$ cat config.mk
export PLATFORM = sky130hd
export DESIGN_NAME = pipeline_hazard_ctrl
export DESIGN_NICKNAME = d
export VERILOG_FILES = /design/src/rtl/pipeline_hazard_ctrl.sv
export SDC_FILE = /design/constraint.sdc
export NUM_CORES = 1
export LEC_CHECK = 0
export CAP_MARGIN = 20
export CORE_MARGIN = 3
export CORE_UTILIZATION = 46
export DETAILED_ROUTE_END_ITERATION = 7
export GPL_ROUTABILITY_DRIVEN = 0
export PLACE_DENSITY = 0.89
export SLEW_MARGIN = 20
export SYNTH_ARGS = -nofsm -noshare
export SYNTH_HDL_FRONTEND = slang
export SYNTH_SLANG_ARGS = --single-unit
$ cat constraint.sdc
create_clock -name clk_i -period 2.9 [get_ports clk_i]
set_clock_uncertainty 0.1 [all_clocks]
set_input_delay 0.435 -clock clk_i [delete_from_list [all_inputs] [get_ports clk_i]]
set_output_delay 0.435 -clock clk_i [all_outputs]
set_load 0.02 [all_outputs]
$ cat src/rtl/pipeline_hazard_ctrl.sv
// Hazard and pipeline-control unit for the 5-stage core: forwarding selects,
// load-use, D-cache miss, multi-cycle execute and I-cache refill/redirect control.
module pipeline_hazard_ctrl #(
    parameter int REG_ADDR_W = 5,
    parameter int MC_LATENCY = 32
) (
    input  logic                  clk_i,
    input  logic                  reset_n_i,
    input  logic                  instr_hit_f_i,
    input  logic                  ic_repl_permit_i,
    input  logic [REG_ADDR_W-1:0] rs1_d_i,
    input  logic [REG_ADDR_W-1:0] rs2_d_i,
    input  logic [REG_ADDR_W-1:0] rs1_e_i,
    input  logic [REG_ADDR_W-1:0] rs2_e_i,
    input  logic [REG_ADDR_W-1:0] rd_e_i,
    input  logic                  load_e_i,
    input  logic                  mc_start_e_i,
    input  logic                  redirect_e_i,
    input  logic [REG_ADDR_W-1:0] rd_m_i,
    input  logic                  reg_write_m_i,
    input  logic                  mem_access_m_i,
    input  logic                  data_hit_m_i,
    input  logic [REG_ADDR_W-1:0] rd_w_i,
    input  logic                  reg_write_w_i,
    output logic                  stall_f_o,
    output logic                  stall_d_o,
    output logic                  stall_e_o,
    output logic                  stall_m_o,
    output logic                  stall_w_o,
    output logic                  flush_d_o,
    output logic                  flush_e_o,
    output logic                  flush_m_o,
    output logic [1:0]            forward_a_e_o,
    output logic [1:0]            forward_b_e_o,
    output logic                  redirect_pending_o,
    output logic                  mc_busy_o
);

    localparam int              CNT_W      = 8;
    localparam logic [CNT_W-1:0] CNT_LOAD  = CNT_W'(MC_LATENCY - 1);
    localparam bit              MC_ENABLED = (MC_LATENCY > 1);

    typedef enum logic [1:0] {
        FE_RUN      = 2'd0,
        FE_MISS     = 2'd1,
        FE_MISS_RDR = 2'd2
    } fe_state_t;

    typedef enum logic {
        MC_IDLE = 1'b0,
        MC_BUSY = 1'b1
    } mc_state_t;

    fe_state_t        r_fe_state, w_fe_next;
    mc_state_t        r_mc_state, w_mc_next;
    logic [CNT_W-1:0] r_cnt, w_cnt_next;
    logic             r_pending, w_pending_next;

    logic       w_dmiss, w_load_use, w_mc_start, w_mc_hold, w_mc_stall;
    logic [4:0] w_stall;   // {F, D, E, M, W}
    logic [2:0] w_flush;   // {D, E, M}
    logic       w_pend_set;

    function automatic logic [1:0] fwd_sel(
        input logic [REG_ADDR_W-1:0] rs,
        input logic [REG_ADDR_W-1:0] rd_m,
        input logic                  wr_m,
        input logic [REG_ADDR_W-1:0] rd_w,
        input logic                  wr_w
    );
        logic [1:0] sel;
        sel = 2'b00;
        if (rs == {REG_ADDR_W{1'b0}}) begin
            sel = 2'b00;
        end else if (wr_m && (rs == rd_m)) begin
            sel = 2'b10;
        end else if (wr_w && (rs == rd_w)) begin
            sel = 2'b01;
        end else begin
            sel = 2'b00;
        end
        return sel;
    endfunction

    assign forward_a_e_o = fwd_sel(rs1_e_i, rd_m_i, reg_write_m_i, rd_w_i, reg_write_w_i);
    assign forward_b_e_o = fwd_sel(rs2_e_i, rd_m_i, reg_write_m_i, rd_w_i, reg_write_w_i);

    assign w_dmiss    = mem_access_m_i && !data_hit_m_i;
    assign w_load_use = load_e_i && (rd_e_i != {REG_ADDR_W{1'b0}}) &&
                        ((rd_e_i == rs1_d_i) || (rd_e_i == rs2_d_i));
    assign w_mc_start = (r_mc_state == MC_IDLE) && mc_start_e_i && MC_ENABLED;
    // Counter value 1 is the op's final E cycle: no stall, the op advances.
    assign w_mc_hold  = (r_mc_state == MC_BUSY) && (r_cnt > 8'd1);
    assign w_mc_stall = w_mc_start || w_mc_hold;

    // Prioritised stall/flush outputs and front-end next state.
    always_comb begin
        w_stall        = 5'b00000;
        w_flush        = 3'b000;
        w_pend_set     = 1'b0;
        w_pending_next = r_pending;
        w_fe_next      = r_fe_state;
        if (!reset_n_i) begin
            w_stall = 5'b00000;
        end else if (w_dmiss) begin
            w_stall = 5'b11111;
        end else if (w_mc_stall) begin
            w_stall = 5'b11100;
            w_flush = 3'b001;
        end else begin
            case (r_fe_state)
                FE_RUN: begin
                    if (redirect_e_i) begin
                        w_flush = 3'b110;
                    end else if (!instr_hit_f_i) begin
                        w_stall   = 5'b11111;
                        w_fe_next = FE_MISS;
                    end else if (w_load_use) begin
                        w_stall = 5'b11000;
                        w_flush = 3'b010;
                    end else begin
                        w_stall = 5'b00000;
                    end
                end
                FE_MISS: begin
                    if (redirect_e_i && !ic_repl_permit_i) begin
                        w_stall        = 5'b11111;
                        w_flush        = 3'b100;
                        w_pend_set     = 1'b1;
                        w_pending_next = 1'b1;
                        w_fe_next      = FE_MISS_RDR;
                    end else if (redirect_e_i) begin
                        w_flush   = 3'b110;
                        w_fe_next = FE_RUN;
                    end else if (!instr_hit_f_i) begin
                        w_stall = 5'b11111;
                    end else begin
                        w_fe_next = FE_RUN;
                        if (w_load_use) begin
                            w_stall = 5'b11000;
                            w_flush = 3'b010;
                        end else begin
                            w_stall = 5'b00000;
                        end
                    end
                end
                FE_MISS_RDR: begin
                    w_stall = {!ic_repl_permit_i, 4'b1111};
                    w_flush = 3'b100;
                    if (ic_repl_permit_i) begin
                        w_flush        = 3'b110;
                        w_pending_next = 1'b0;
                        w_fe_next      = FE_RUN;
                    end else begin
                        w_fe_next = FE_MISS_RDR;
                    end
                end
                default: begin
                    w_fe_next      = FE_RUN;
                    w_pending_next = 1'b0;
                end
            endcase
        end
    end

    // Multi-cycle counter: frozen by a D-miss, leaves BUSY only once E actually advances.
    always_comb begin
        w_mc_next  = r_mc_state;
        w_cnt_next = r_cnt;
        if (w_dmiss) begin
            w_mc_next = r_mc_state;
        end else if (w_mc_start) begin
            w_mc_next  = MC_BUSY;
            w_cnt_next = CNT_LOAD;
        end else if (r_mc_state == MC_BUSY) begin
            if (r_cnt > 8'd1) begin
                w_cnt_next = r_cnt - 8'd1;
            end else if (!w_stall[2]) begin
                w_mc_next  = MC_IDLE;
                w_cnt_next = 8'd0;
            end else begin
                w_cnt_next = r_cnt;
            end
        end else begin
            w_mc_next = MC_IDLE;
        end
    end

    // State registers.
    always_ff @(posedge clk_i or negedge reset_n_i) begin
        if (!reset_n_i) begin
            r_fe_state <= FE_RUN;
            r_mc_state <= MC_IDLE;
            r_cnt      <= 8'd0;
            r_pending  <= 1'b0;
        end else begin
            r_fe_state <= w_fe_next;
            r_mc_state <= w_mc_next;
            r_cnt      <= w_cnt_next;
            r_pending  <= w_pending_next;
        end
    end

    assign {stall_f_o, stall_d_o, stall_e_o, stall_m_o, stall_w_o} = w_stall;
    assign {flush_d_o, flush_e_o, flush_m_o}                       = w_flush;
    assign redirect_pending_o = reset_n_i && (r_pending || w_pend_set);
    assign mc_busy_o          = reset_n_i && (w_mc_hold || (w_mc_start && !w_dmiss));

endmodule

---- Word-level counts from Yosys, hierarchy flattened ----
Index checks and enable logic that the tools add are counted.
word-level totals
  input port bits ......................... 46
  register bits ........................... 12
operators by class
  reduce and logical (&&, ||, !) cells .... 28
  equality and inequality tests ........... 14
  add/sub/neg operators ................... 1
  muxes and demuxes ....................... 46
  bitwise operators ....................... 4
  order comparisons ....................... 1
operator list
  cell                                                                   number
  5-bit 2-to-1 mux                                                       7
  8-bit 2-to-1 mux                                                       4
  5-bit == test                                                          6
  2-bit 2-to-1 mux                                                       12
  3-bit 2-to-1 mux                                                       6
  5-bit case mux with 3 select lines                                     1
  1-bit logical AND                                                      13
  1-bit 2-to-1 mux                                                       13
  6-bit AND reduction                                                    2
  5-bit logical NOT                                                      2
  3-bit case mux with 3 select lines                                     1
  8-bit by 1-bit > comparator with 1-bit output (second input constant)  1
  2-bit != test (second input constant)                                  4
  8-bit by 1-bit subtractor with 8-bit output (second input constant)    1
  2-bit case mux with 3 select lines                                     1
  5-bit nonzero test                                                     1
  1-bit logical OR                                                       4
  4-bit != test (second input constant)                                  1
  1-bit inverter                                                         4
  1-bit logical NOT                                                      3
  3-bit by 2-bit != test with 1-bit output (second input constant)       1
  1-bit case mux with 3 select lines                                     1
  3-bit AND reduction                                                    1
  2-bit by 1-bit == test with 1-bit output (second input constant)       1
  other kinds (3)                                                        3

---- Logic depth before layout (Yosys ltp) ----
Gate-level depths: netlist of run 1.
  depth in word-level cells ............... 15
  gate-level depth with buffers ........... 7

---- Least setup slack after synthesis of run 1 ----
No wires, ideal clock.
  path type ............................... register -> output
  start ................................... register r_cnt[0]
  end ..................................... output stall_w_o
  path slack .............................. 404 ps
  path buffers ............................ 1
  cell stages (with the launch flop) ...... 8
  data arrival time ....................... 1961 ps
  cell sequence ........................... dfrtp_1 inv_1 ha_1 o21ba_2 a41o_2 nand2_1 a21boi_0 buf_4
on the way
  longest elaborated chain between the ends .. 6
ends and longest elaborated chain
  what                                           RTL line  source
  start, declared                                56        logic [CNT_W-1:0] r_cnt, w_cnt_next;
  start signal, assigned                         199       r_cnt <= w_cnt_next;
  8-bit by 1-bit > comparator with 1-bit output  93        assign w_mc_hold = (r_mc_state == MC_BUSY) && (r_cnt > 8'd1);
  1-bit logical AND                              93
  1-bit logical OR                               94        assign w_mc_stall = w_mc_start || w_mc_hold;
  5-bit 2-to-1 mux                               107       end else if (w_mc_stall) begin
  5-bit 2-to-1 mux                               105       end else if (w_dmiss) begin
  5-bit 2-to-1 mux                               103       if (!reset_n_i) begin
  end, declared                                  29        output logic stall_w_o,
Every way passes these cells.

---- Final worst setup path of run 1 ----
  start ................................... input rs2_e_i[2]
  end ..................................... output forward_b_e_o[1]
on the way
  longest elaborated chain between the ends .. 4
  elaborated cells on any way between the ends .. 5
  those cells by class .................... eq/ne: 1; mux: 2; reduce/logical: 2
ends and longest elaborated chain
  what                RTL line  source
  start, declared     14        input logic [REG_ADDR_W-1:0] rs2_e_i,
  5-bit == test       75        end else if (wr_m && (rs == rd_m)) begin
  1-bit logical AND   75
  2-bit 2-to-1 mux    75
  2-bit 2-to-1 mux *  73        if (rs == {REG_ADDR_W{1'b0}}) begin
  end, declared       34        output logic [1:0] forward_b_e_o,
Every way passes the cells marked *; elsewhere a longest branch is shown, timed or not.

==> results.md, run 1 <==
- Chip Width: 60.97 µm
- I/O pins: 60
- Crit path required time: 2.37 ns
- Post-cts sizing count: 9
- Diodes inserted: 0
- CP arrival: 2.27 ns
- Period minus WS final: 2.803 ns
- Syn Area/Cell: 8.129 µm²
- Post-synth top area cell: dfrtp_1
- Total CTS buffers: 3
- DR iter-0 viols: 142
- Crit path kind: in2out
- Nets@finish: 298
- Setup_tns: 0 ns
- Initial antenna violation count: 0
- # DRC: 0
- Clock network power share: 0.130
- Post-CTS setup buffer count: 0
- Dpl hpwl: 3.548 mm
- Leak: 0.9346 nW
- CTS tree: built
- Synth unique cells: 50
- Via density: 5.743
- Worst Max-Slew Pin Slew: 0.3965 ns
- Clock-pin slew reported for the worst setup and hold paths after clock tree synthesis: 0.07 ns
- Core area: 2829 µm²
- Starting Density: 0.4914
- Commonest non-fill, non-tap cell in the layout: clkdlybuf4s50_1
- Vias in the first global route: 1,572
- CP Capture Type: output pin
- Syn Inst Count: 171
- CTS Root Cell: clkbuf_4
- Worst hold slack: 0.4054 ns
- Area occupied by registers: 300.3 µm²
- Post-synthesis net count: 219
- IO buf count: 59
- Skew-Pair Late Insertion Delay: 0.29 ns
- Largest net degree at the start of global routing: 14
- Max frequency: 0.3567 GHz
- RSZ-0062 raised after global routing: false
- Die height: 60.97 µm
- Layout cells sized above 1: 0.1807
- Crit-path max FO: 3
- Synth Cell Area: 1390 µm²
- First-pass GRT wire length: 6.906 mm
- Most frequent cells in the layout: clkdlybuf4s50_1 (47), buf_4 (20), xor2_1 (15)
- Setup-failing EPs final: 0
- Clock sinks: 12
- Area growth, synth to finish: 55.90%
- Reg2Reg Setup Slack: 0.91 ns
- Sequential share of the synthesized area: 0.2160
- WL/cell: 14.92 µm
- PD cells: 490.9 nW/µm²
- #FFs+latches synth: 12
- Area of the multi-input gates: 1036 µm²
- 1st-pass router iterations: 5
- All-Layer GR Usage: 0.2428
- Gr ovfl total: 0
- Ys Warns: 0
- Gate power share: 0.562
- Design internal power: 0.0006219 W
- Fillers: 224
- Total of max-cap violations: 0
- Peak VDD IR: 0.3391 mV
- EDFF count, synth: 0
- Routed Antenna Nets: 0
- Row count: 19
- Fin. max-slew vios: 0
- Async set-reset flop share out of synthesis: 1.000
- H-tree depth: 1
- # hold bufs at CTS: 0
- Synth top area share: 0.2160
- Worst Hold Class: reg2reg
- Net load switching power: 0.0004418 W
- Seq pwr share: 0.308
- Slew headroom: 0.7347
- Vias: 1,608
- Sw frac: 0.4153
- Status: complete, no violations
- Ys flop type: dfrtp_1
- Final hold vios: 0
- Crit start category: input port
- Synth area leaders: dfrtp_1 (22%), xor2_1 (9.5%), xnor2_1 (8.8%)
- Worst-case clock buffer depth: 2
- WL final: 4.177 mm
- Final period util: 0.9666
- Area of the die: 3717 µm²
## synth_stat cells (all sizes together), types with 2 or more instances
master and count:
a21boi 2, and3 2, o31ai 3, xnor2 14, o21a 3, a21oi 10, buf 3, and2 2
nor2b 3, o21ai 14, nand3 7, nand2b 4, a21o 2, or2 2, nor3 7, ha 2
nor2 12, xor2 15, or4 2, inv 6, nand3b 3, a31oi 3, nand2 15, nor4 3
mux2 2, dfrtp 12, clkbuf 2, nand4 3
## per-stage QoR
| step | setup WS [ns] | power [W] | cell area (µm²) | std cells | util |
|---|---|---|---|---|---|
| 2_1_floorplan | 0.4039 | 0.0006875 | 1390 | 171 | - |
| 3_3_place_gp | -0.05323 | 0.0008874 | 2130 | 276 | 0.7528 |
| 3_5_place_dp | -0.1271 | 0.0009238 | 2130 | 276 | 0.7528 |
| 4_1_cts | 0.005147 | 0.001057 | 2155 | 280 | 0.7616 |
| 5_1_grt | 0.006092 | 0.001144 | 2167 | 280 | 0.7660 |
| 6_report | 0.09687 | 0.001064 | 2167 | 280 | 0.7660 |
## metal layers
layer | vias up | track usage | wire length [µm]
li1 | 776 | - | -
met2 | 84 | 0.4779 | 2207
met1 | 734 | 0.2666 | 1586
met5 | - | 0 | 0
met3 | 14 | 0.04255 | 295
met4 | 0 | 0.05263 | 87
## sequential cells by signal, indices dropped and copies added, names as in the netlist
register,cells
r_cnt,8
r_fe_state,2
r_mc_state,1
r_pending,1
## worst paths after layout
path                                     to        from  depth (start not counted)
setup / recovery           forward_b_e_o[1]  rs2_e_i[2]                          6
min in group asynchronous        r_mc_state   reset_n_i                          2
max in group asynchronous          r_cnt[2]   reset_n_i                          2
setup reg to reg              r_fe_state[0]    r_cnt[0]                          8
hold reg to reg                    r_cnt[7]    r_cnt[7]                          1
hold / removal                     r_cnt[7]    r_cnt[7]                          1
## logic make-up (layout without fill, tap and decap cells)
kind of cell / count (synthesis) / in the layout / synth area share
adders and majority gates: 2 / 2 / 0.01800
xor gates and xnor gates: 29 / 29 / 0.1827
and+or+nand+nor: 67 / 67 / 0.2709
muxes: 2 / 2 / 0.02160
AOI/OAI and AO/OA: 48 / 48 / 0.2457
DFF: 12 / 12 / 0.2160
buffers and inverters: 11 / 89 / 0.04500
## layout make-up
type | instances | area share
inverters | 6 | 0.01039
multi-input cells | 148 | 0.4781
repair buffers | 79 | 0.3383
well taps | 31 | 0.01790
clock buffers | 4 | 0.01674
flip-flops and latches | 12 | 0.1386
## power groups by stage
stage	clock [W]	sequential [W]	combinational, W
after global routing	0.000148	0.000339	0.000656
after global placement	0	0.000322	0.000565
final	0.000138	0.000327	0.000598
after detailed placement	0	0.000326	0.000598
after CTS	0.000140	0.000324	0.000594
after floorplan	0	0.000300	0.000387
## worst max-delay path, cell delays in order
cell	delay (ns)
clkdlybuf4s50_1	0.47
xor2_1	0.19
nor4_1	0.29
nand3_1	0.13
nor2_1	0.14
clkdlybuf4s50_1	0.62
Power figures use the tool's default switching activity.
==> run 2, diff against run 1 <==
--- a/config.mk
+++ b/config.mk
@@ -11,7 +11,6 @@
 export DETAILED_ROUTE_END_ITERATION = 7
 export GPL_ROUTABILITY_DRIVEN = 0
 export PLACE_DENSITY = 0.89
-export SLEW_MARGIN = 20
 export SYNTH_ARGS = -nofsm -noshare
 export SYNTH_HDL_FRONTEND = slang
 export SYNTH_SLANG_ARGS = --single-unit
==> results of run 2 <==
Final layout, timing and power as in run 1 (identical DEF).
==> run 3, diff against run 2 <==
==> constraint.sdc (replaced) <==
create_clock -name clk_i -period 2.9 [get_ports clk_i]
set_clock_uncertainty 0.1 [all_clocks]
set_input_delay 0.58 -clock clk_i [delete_from_list [all_inputs] [get_ports clk_i]]
set_output_delay 0.58 -clock clk_i [all_outputs]
set_load 0.02 [all_outputs]
==> results.md, run 3 (same netlist as run 1, synthesis figures left out) <==
- First-pass GRT wire length: 6.589 mm (was 6.906 mm)
- Top Family by Delay on Critical Path: buffers and inverters (unchanged)
- Pre-CTS worst setup slack: -0.4171 ns (was -0.1271 ns)
- Fillers: 193 (was 224)
- Area of the die: 3717 µm² (unchanged)
- Via density: 5.664 (was 5.743)
- CP arrival: 2.21 ns (was 2.27 ns)
- Vias in the first global route: 1,560 (was 1,572)
- Crit path kind: in2out (unchanged)
- Worst-case clock buffer depth: 2 (unchanged)
- Most frequent cells in the layout: clkdlybuf4s50_1 (44), buf_4 (30), xor2_1 (15) (was clkdlybuf4s50_1 (47), buf_4 (20), xor2_1 (15))
- Gr ovfl total: 0 (unchanged)
- Layout cells sized above 1: 0.2674 (was 0.1807)
- Chip Width: 60.97 µm (unchanged)
- Status: complete, no violations (unchanged)
- Skew-Pair Late Insertion Delay: 0.28 ns (was 0.29 ns)
- Slew headroom: 0.7667 (was 0.7347)
- Crit path from: ic_repl_permit_i (was rs2_e_i[2])
- Fin. max-slew vios: 0 (unchanged)
- Instance count on the critical path: 7 (was 6)
- Commonest non-fill, non-tap cell in the layout: clkdlybuf4s50_1 (unchanged)
- # hold bufs at CTS: 0 (unchanged)
- Crit start category: input port (unchanged)
- Max reg flops: 8 (unchanged)
- Cell Area, Placed: 2197 µm² (was 2130 µm²)
- Reg2Reg Setup Slack: 0.95 ns (was 0.91 ns)
- Diodes inserted: 0 (unchanged)
- Worst Max-Slew Pin Slew: 0.3487 ns (was 0.3965 ns)
- WL/cell: 15.31 µm (was 14.92 µm)
- CTS Root Cell: clkbuf_4 (unchanged)
- Final period util: 0.9957 (was 0.9666)
- Routed Antenna Nets: 0 (unchanged)
- CP Capture Type: output pin (unchanged)
- Initial antenna violation count: 0 (unchanged)
- Setup-failing EPs final: 0 (unchanged)
- Critical-path top delay cell: clkdlybuf4s50_1 (unchanged)
- Total power: 0.001082 W (was 0.001064 W)
- Peak VDD IR: 0.3341 mV (was 0.3391 mV)
- Area growth, synth to finish: 62.02% (was 55.90%)
- WHS Path Cells: 1 (unchanged)
- Buffers & Inverters on Critical Path: 3 (was 2)
- Critical Path Max Stage Delay: 0.48 ns (was 0.62 ns)
- DR iter-0 viols: 83 (was 142)
- Die height: 60.97 µm (unchanged)
- All-Layer GR Usage: 0.2286 (was 0.2428)
- Hold Path Sink: r_fe_state[0] (was r_cnt[7])
- HP Start: r_fe_state[1] (was r_cnt[7])
- Largest net degree at the start of global routing: 11 (was 14)
- IO buf count: 59 (unchanged)
- Final core utilization: 0.7961 (was 0.7660)
- 1st-pass router iterations: 5 (unchanged)
- Dpl hpwl: 3.480 mm (was 3.548 mm)
- Worst Hold Class: reg2reg (unchanged)
- Row count: 19 (unchanged)
- # DRC: 0 (unchanged)
- PD cells: 480.5 nW/µm² (was 490.9 nW/µm²)
- Nets@finish: 307 (was 298)
- Vias: 1,637 (was 1,608)
- Setup_tns: 0 ns (unchanged)
- Crit path required time: 2.22 ns (was 2.37 ns)
- Period minus WS final: 2.888 ns (was 2.803 ns)
- CTS tree: built (unchanged)
- Reg2reg start: r_cnt[1] (was r_cnt[0])
- Clock-pin slew reported for the worst setup and hold paths after clock tree synthesis: 0.07 ns (about the same)
- Register-to-Register Path Depth: 9 (was 8)
- Final instance area: 2252 µm² (was 2167 µm²)
- I/O pins: 60 (unchanged)
- Cell Chain, Critical Path: clkdlybuf4s50_1 > nand3b_1 > a21oi_2 > or2_2 > buf_4 > o21a_1 > clkdlybuf4s15_1 (was clkdlybuf4s50_1 > xor2_1 > nor4_1 > nand3_1 > nor2_1 > clkdlybuf4s50_1)
- Final hold vios: 0 (unchanged)
- Regs by FF count: r_cnt: 8 flops, r_fe_state: 2 flops (unchanged)
- Max frequency: 0.3463 GHz (was 0.3567 GHz)
- Core area: 2829 µm² (unchanged)
- Final worst setup slack: 0.01234 ns (was 0.09687 ns)
- Reg with most FFs: r_cnt (unchanged)
- Crit-path max FO: 2 (was 3)
- Leak: 0.9452 nW (was 0.9346 nW)
- Starting Density: 0.4914 (unchanged)
- Clock sinks: 12 (unchanged)
- Total of max-cap violations: 0 (unchanged)
- R2r endpoint: r_fe_state[1] (was r_fe_state[0])
- WL final: 4.426 mm (was 4.177 mm)
- Total CTS buffers: 3 (unchanged)
- H-tree depth: 1 (unchanged)
run 3: cell count changes in the layout (fill, tap and decap cells not counted), moves of 2 or more:
cell             delta
buf_4              +10
nor3_1              -2
clkdlybuf4s50_1     -3
nor3_2              +2
dlygate4sd2_1       -4
clkbuf_2            +2
dlymetal6s2s_1      -2
buf_2               +4
run 3: stage by stage:
| step | std cells | hold slack [ns] |
|---|---|---|
| 2_1_floorplan | 171 | 0.1844 |
| 3_3_place_gp | 285 | 0.3996 |
| 3_5_place_dp | 285 | 0.4120 |
| 4_1_cts | 289 | 0.4209 |
| 5_1_grt | 289 | 0.4514 |
| 6_report | 289 | 0.4277 |
run 3: metal layers:
layer | part of all wire | track usage
met1 | 0.38 | 0.2618
met5 | 0 | 0
met3 | 0.063 | 0.05319
met4 | 0.0043 | 0.03406
met2 | 0.56 | 0.4351
run 3: area by class of cell:
cell class | count | area, µm² | area share
timing repair buffer | 88 | 769.5 | 0.3417
multi-input combinational | 148 | 1085 | 0.4817
sequential | 12 | 300.3 | 0.1333
clock buffer | 4 | 36.28 | 0.01611
tap | 31 | 38.79 | 0.01722
inverter | 6 | 22.52 | 0.01000
run 3: report_power, final:
| part | total [W] | internal, W | switching (W) |
|---|---|---|---|
| clock network | 0.000137 | 0.0000765 | 0.0000604 |
| logic | 0.000620 | 0.000326 | 0.000294 |
| registers | 0.000325 | 0.000239 | 0.0000855 |
run 3: what timing repair did:
item / CTS / global route
setup buffers: 0 / 0
gates resized for setup: 33 / 23
pin swaps: 1 / 3
setup endpoints to repair: 14 / 10
run 3: how the worst max path moves through the flow:
| stage | end |
|---|---|
| final | stall_e_o |
| after global routing | stall_e_o |
| after CTS | forward_a_e_o[1] |
| after detailed placement | flush_e_o |
| after global placement | flush_e_o |
| after floorplan | stall_w_o |
